**config.mk**
```make
export PLATFORM = sky130hd
export DESIGN_NAME = ctrl_pipe
export DESIGN_NICKNAME = d
export VERILOG_FILES = /design/src/rtl/cpu_pkg.sv /design/src/rtl/hazard_detect.sv /design/src/rtl/ctrl_pipe.sv
export SDC_FILE = /design/constraint.sdc
export NUM_CORES = 1
export LEC_CHECK = 0
export BUFFER_PORTS_ARGS = -buffer_cell sky130_fd_sc_hd__buf_4
export CORE_AREA = 2 2 79 100
export CTS_BUF_LIST = sky130_fd_sc_hd__clkbuf_2 sky130_fd_sc_hd__clkbuf_4 sky130_fd_sc_hd__clkbuf_8
export DETAILED_ROUTE_END_ITERATION = 10
export DIE_AREA = 0 0 81 102
export GPL_TIMING_DRIVEN = 1
export HOLD_SLACK_MARGIN = 0.02
export PLACE_DENSITY = 0.62
export SLEW_MARGIN = 20
export SYNTH_ARGS = -nofsm -noshare
export SYNTH_HDL_FRONTEND = slang
export SYNTH_SLANG_ARGS = --single-unit
```
**constraint.sdc**
```tcl
create_clock -name clk -period 5.6 [get_ports clk]
set_input_delay 0.28 -clock clk [delete_from_list [all_inputs] [get_ports clk]]
set_output_delay 0.28 -clock clk [all_outputs]
set_load 0.02 [all_outputs]
```
**src/rtl/cpu_pkg.sv**
```systemverilog
// Shared encodings for the control pipeline: control-word layout, ALU/PC selects,
// per-stage control subsets and the X-scrubbing helper for decoder outputs.
package cpu_pkg;

    localparam int CTRL_W = 10;

    typedef logic [CTRL_W-1:0] ctrl_t;

    localparam int B_REGDST   = 9;
    localparam int B_BRANCH   = 8;
    localparam int B_MEMREAD  = 7;
    localparam int B_MEMTOREG = 6;
    localparam int B_ALUOP_HI = 5;
    localparam int B_ALUOP_LO = 4;
    localparam int B_MEMWRITE = 3;
    localparam int B_ALUSRC   = 2;
    localparam int B_REGWRITE = 1;
    localparam int B_JUMP     = 0;

    typedef enum logic [5:0] {
        OP_R   = 6'h00,
        OP_J   = 6'h02,
        OP_BEQ = 6'h04,
        OP_LW  = 6'h23,
        OP_SW  = 6'h2b
    } opcode_e;

    typedef enum logic [1:0] {
        ALU_ADD   = 2'b00,
        ALU_SUB   = 2'b01,
        ALU_FUNCT = 2'b10
    } alu_op_e;

    typedef enum logic [1:0] {
        PC_SEQ    = 2'b00,
        PC_JUMP   = 2'b01,
        PC_BRANCH = 2'b10
    } pc_sel_e;

    localparam ctrl_t BUBBLE = '0;

    typedef struct packed {
        logic       branch;
        logic       mem_read;
        logic       mem_to_reg;
        logic [1:0] alu_op;
        logic       mem_write;
        logic       alu_src;
        logic       reg_write;
    } ex_ctrl_t;

    typedef struct packed {
        logic mem_read;
        logic mem_write;
        logic mem_to_reg;
        logic reg_write;
    } mem_ctrl_t;

    typedef struct packed {
        logic mem_to_reg;
        logic reg_write;
    } wb_ctrl_t;

    // An unknown control bit falls to the else path in simulation, so X reads as 0.
    function automatic ctrl_t scrub_ctrl(input ctrl_t raw);
        ctrl_t clean;
        clean = BUBBLE;
        for (int i = 0; i < CTRL_W; i++) begin
            if (raw[i]) begin
                clean[i] = 1'b1;
            end
        end
        return clean;
    endfunction

endpackage

```
**src/rtl/hazard_detect.sv**
```systemverilog
// Combinational load-use / branch / jump arbitration for the ID-EX boundary.
// Priority is taken branch, then load-use stall, then jump in ID.
module hazard_detect
    import cpu_pkg::*;
#(
    parameter int REG_W = 5
) (
    input  logic             ex_branch,
    input  logic             ex_mem_read,
    input  logic [REG_W-1:0] ex_rt,
    input  logic [REG_W-1:0] id_rs,
    input  logic [REG_W-1:0] id_rt,
    input  logic             id_jump,
    input  logic             ex_zero,
    output logic             stall,
    output logic             flush_ifid,
    output logic [1:0]       pc_redirect
);

    logic br_taken;
    logic load_use;

    assign br_taken = ex_branch & ex_zero;
    assign load_use = ex_mem_read && (ex_rt != '0) &&
                      ((ex_rt == id_rs) || (ex_rt == id_rt));

    always_comb begin
        stall       = 1'b0;
        flush_ifid  = 1'b0;
        pc_redirect = PC_SEQ;
        if (br_taken) begin
            flush_ifid  = 1'b1;
            pc_redirect = PC_BRANCH;
        end else if (load_use) begin
            stall = 1'b1;
        end else if (id_jump) begin
            flush_ifid  = 1'b1;
            pc_redirect = PC_JUMP;
        end
    end

endmodule

```
**src/rtl/ctrl_pipe.sv**
```systemverilog
// ID/EX, EX/MEM and MEM/WB control registers with hazard squashing and
// saturating stall/flush event counters.
module ctrl_pipe
    import cpu_pkg::*;
#(
    parameter int REG_W = 5,
    parameter int CNT_W = 16
) (
    input  logic             clk,
    input  logic             rst_n,
    input  logic [9:0]       id_ctrl,
    input  logic [REG_W-1:0] id_rs,
    input  logic [REG_W-1:0] id_rt,
    input  logic [REG_W-1:0] id_rd,
    input  logic             ex_zero,
    output logic [1:0]       ex_aluOp,
    output logic             ex_aluSrc,
    output logic [REG_W-1:0] ex_dst,
    output logic             mem_memRead,
    output logic             mem_memWrite,
    output logic             wb_regWrite,
    output logic             wb_MemtoReg,
    output logic [REG_W-1:0] wb_dst,
    output logic             stall,
    output logic             flush_ifid,
    output logic [1:0]       pc_redirect,
    output logic [CNT_W-1:0] stall_cnt,
    output logic [CNT_W-1:0] flush_cnt
);

    localparam logic [CNT_W-1:0] CNT_ONE = CNT_W'(1);
    localparam logic [CNT_W-1:0] CNT_MAX = '1;

    ctrl_t            id_clean;
    ex_ctrl_t         ex_in;
    logic [REG_W-1:0] ex_rt_in;
    logic [REG_W-1:0] ex_dst_in;

    ex_ctrl_t         ex_q;
    logic [REG_W-1:0] ex_rt_q;
    logic [REG_W-1:0] ex_dst_q;
    mem_ctrl_t        mem_q;
    logic [REG_W-1:0] mem_dst_q;
    wb_ctrl_t         wb_q;
    logic [REG_W-1:0] wb_dst_q;

    logic             id_jump;

    assign id_clean = scrub_ctrl(id_ctrl);

    // Jump is masked during reset so flush_ifid/pc_redirect read 0 while rst_n is low.
    assign id_jump = id_clean[B_JUMP] & rst_n;

    hazard_detect #(
        .REG_W (REG_W)
    ) u_hazard (
        .ex_branch   (ex_q.branch),
        .ex_mem_read (ex_q.mem_read),
        .ex_rt       (ex_rt_q),
        .id_rs       (id_rs),
        .id_rt       (id_rt),
        .id_jump     (id_jump),
        .ex_zero     (ex_zero),
        .stall       (stall),
        .flush_ifid  (flush_ifid),
        .pc_redirect (pc_redirect)
    );

    // Stall, taken branch and an ID jump all send a bubble into EX.
    always_comb begin
        ex_in     = '0;
        ex_rt_in  = '0;
        ex_dst_in = '0;
        if (!(stall || flush_ifid)) begin
            ex_in.branch     = id_clean[B_BRANCH];
            ex_in.mem_read   = id_clean[B_MEMREAD];
            ex_in.mem_to_reg = id_clean[B_MEMTOREG];
            ex_in.alu_op     = id_clean[B_ALUOP_HI:B_ALUOP_LO];
            ex_in.mem_write  = id_clean[B_MEMWRITE];
            ex_in.alu_src    = id_clean[B_ALUSRC];
            ex_in.reg_write  = id_clean[B_REGWRITE];
            ex_rt_in         = id_rt;
            ex_dst_in        = id_clean[B_REGDST] ? id_rd : id_rt;
        end
    end

    always_ff @(posedge clk or negedge rst_n) begin
        if (!rst_n) begin
            ex_q      <= '0;
            ex_rt_q   <= '0;
            ex_dst_q  <= '0;
            mem_q     <= '0;
            mem_dst_q <= '0;
            wb_q      <= '0;
            wb_dst_q  <= '0;
        end else begin
            ex_q             <= ex_in;
            ex_rt_q          <= ex_rt_in;
            ex_dst_q         <= ex_dst_in;
            mem_q.mem_read   <= ex_q.mem_read;
            mem_q.mem_write  <= ex_q.mem_write;
            mem_q.mem_to_reg <= ex_q.mem_to_reg;
            mem_q.reg_write  <= ex_q.reg_write;
            mem_dst_q        <= ex_dst_q;
            wb_q.mem_to_reg  <= mem_q.mem_to_reg;
            wb_q.reg_write   <= mem_q.reg_write;
            wb_dst_q         <= mem_dst_q;
        end
    end

    always_ff @(posedge clk or negedge rst_n) begin
        if (!rst_n) begin
            stall_cnt <= '0;
            flush_cnt <= '0;
        end else begin
            if (stall && (stall_cnt != CNT_MAX)) begin
                stall_cnt <= stall_cnt + CNT_ONE;
            end
            if (flush_ifid && (flush_cnt != CNT_MAX)) begin
                flush_cnt <= flush_cnt + CNT_ONE;
            end
        end
    end

    assign ex_aluOp     = ex_q.alu_op;
    assign ex_aluSrc    = ex_q.alu_src;
    assign ex_dst       = ex_dst_q;
    assign mem_memRead  = mem_q.mem_read;
    assign mem_memWrite = mem_q.mem_write;
    assign wb_regWrite  = wb_q.reg_write;
    assign wb_MemtoReg  = wb_q.mem_to_reg;
    assign wb_dst       = wb_dst_q;

endmodule

```
==> metrics.txt <==
syn nets=266; maximum number of pins on one net before global-route repair=69; Leak=0.001847 µW; status=finished, final reports clean; gr usage total=15.58%; most frequent cells after synthesis=dfrtp_1 (66), xor2_1 (25), nor3_1 (17), nand3_1 (15), and2_1 (14); vias in the first global route=2,102; Die Span X=81 µm; Residual DRC=0; nets@finish=348; #FFs+latches synth=66; first-pass GRT wire length=9.742 mm; design area=3712 µm²; Netlist cell types=34; crit path capture=flush_ifid; Post-synth ARST share=100.0%; Post-CTS Resized=0; Critical path origin=ex_rt_q[3]$_DFF_PN0_; count leader, synth=dfrtp_1; Power, Total=1254 µW; Antenna Violating Nets Remaining=0; R2R Path End=stall_cnt[1]$_DFFE_PN0P_; max cap viols=0; Finished Layout Cells=415; synth warn=0; largest area contributor in the netlist=dfrtp_1; Post-CTS Hold Fix Bufs=0; r2r worst-path depth=6; Placed Cells=399; Clk Tree Root Cell=clkbuf_8; Initial DRT Pass Iterations=4; VDD IR max=205.0 µV; clock slew at reported path FFs=0.07 ns; pins over their slew limit=0; sequential fraction of the synthesis area=58.41%; antenna cells=0; Fin Setup TNS=0 ns; ys flop type=dfrtp_1; worst reg2reg setup slack=3.10 ns; Final period util=49.41%; clk sinks=66; # Post-CTS Setup Buffers=0; Ports=81; crit path max fanout=27; fmax=0.3614 GHz; WL final=5.938 mm; Initial Utilization=38.90%; DIE AREA=8262 µm²; max_slew headroom=32.06%; Initial DRC Count=88; synth top area cells=dfrtp_1 (58%), xor2_1 (7.7%), xnor2_1 (4.0%), and2_1 (3.1%), nor3_1 (3.0%); skew final=0.007382 ns; Core Rows=35; critical path arrival=2.49 ns; Final Util=51.07%; Synth-to-Final Area Change=31.28%; RePlAce Congestion=0.7888; Yosys top cell area share=58.41%; vias per cell=4.918; port bufs=80; Final Hold Vio Count=0; Worst-Margin Slew=1.016 ns; Cells after Synth=236; RSZ-0062 raised after global routing=false; clk_lat worst skew=0.34 ns; post-synthesis cell area=2828 µm²; gr ovfl total=0; Die Y=102 µm; worst path required time=5.32 ns; core region area=7269 µm²; Num CTS Buffers=9; dpl hpwl=4.294 mm; CP endpoint kind=primary output; H-tree depth=3; Syn Area/Cell=11.98 µm²; layout cell share with drive strength beyond 1=33.13%; pwr/cell area=337.7 nW/µm²; CP Launch Type=flip-flop; initial antenna violation count=0; Critical R2R Launch=ex_rt_q[3]$_DFF_PN0_; worst min path class=in2async; Via Count=2,041; CTS Buffer Depth=2; final setup fails=0; critical path class=reg2out; Area after DPL=3487 µm²; EDFF count, synth=0; Wirelength per Cell=14.31 µm; CTS tree=built; crit path time final=2.767 ns
## flip-flops by register name (all words and copies together) (netlist names)
signal        flops
wb_regWrite       1
ex_rt_q           5
wb_dst            5
mem_dst_q         5
mem_q             2
ex_aluOp          2
wb_MemtoReg       1
ex_dst            5
ex_aluSrc         1
stall_cnt        16
flush_cnt        16
mem_memRead       1
ex_q              5
mem_memWrite      1
## worst max-delay path, cell delays in order (launching register included)
cell	delay (ns)
dfrtp_1	0.42
xor2_1	0.17
nor3_1	0.22
a22oi_2	0.16
nor3_4	0.80
nor2_1	0.17
buf_4	0.21
## placed cells by master, fill, tap and decap left out, drive strengths merged
cell      count
nor2         11
or4           1
and4          2
xnor2        13
a22oi         1
nand2        13
dfrtp        66
clkbuf        9
mux2          3
and2         14
a21oi         1
a2bb2oi       1
nand3        15
nor4b         1
buf          80
and3          9
bufinv        2
nand4        13
clkinv        1
or3           1
ha            2
nand4b        1
xor2         25
inv           4
mux2i         5
nor3         20
clkinvlp      2
o21ai         2
nor4          5
## cell families (layout without fill, tap and decap cells)
family          after synthesis  in the layout  share of synthesized area (%)
compound gates                5              5                          1.681
xor+xnor                     38             38                          11.77
simple gates                106            106                          22.04
mux                           8              8                          2.965
buf+inv                      11             98                          2.256
flops                        66             66                          58.41
fa+ha+maj                     2              2                         0.8848
## how the worst min path moves through the flow
stage                            from                    end  depth (start not counted)
2_1_floorplan                   rst_n  ex_aluOp[0]$_DFF_PN0_                          0
3_3_place_gp   mem_dst_q[0]$_DFF_PN0_    wb_dst[0]$_DFF_PN0_                          0
3_5_place_dp   mem_dst_q[2]$_DFF_PN0_    wb_dst[2]$_DFF_PN0_                          0
4_1_cts                         rst_n   ex_rt_q[0]$_DFF_PN0_                          1
5_1_grt                         rst_n  ex_aluOp[1]$_DFF_PN0_                          1
6_report                        rst_n   ex_rt_q[0]$_DFF_PN0_                          1
## through the flow
| stage | setup slack, ns | hold slack [ns] |
|---|---|---|
| 4_1_cts | 2.786 | 0.07448 |
| 2_1_floorplan | 3.545 | -0.01559 |
| 3_3_place_gp | 3.105 | 0.3322 |
| 5_1_grt | 2.634 | 0.1121 |
| 3_5_place_dp | 3.071 | 0.3347 |
| 6_report | 2.833 | 0.04196 |
## metal layers
metal | vias up | wire length (µm) | track usage, % | part of all wire (%)
met3 | 7 | 269 | 3.445 | 4.5
met4 | 0 | 104 | 7.432 | 1.8
met5 | - | 0 | 0 | 0
li1 | 991 | - | - | -
met2 | 48 | 3100 | 26.95 | 52
met1 | 995 | 2464 | 18.21 | 41
## power by group
part           internal (µW)  switching (µW)
Combinational            103             124
Sequential               527            54.2
Clock                    254             192
## final cells by class
cell class | count | area [µm²]
clock buffers | 9 | 123.9
well taps | 92 | 115.1
fillers | 670 | 3557
repair buffers | 80 | 600.6
flip-flops and latches | 66 | 1652
multi-input cells | 159 | 1112
clock inverters | 7 | 101.3
inverters | 2 | 7.507
No activity file was read; power rests on OpenSTA's default activity.
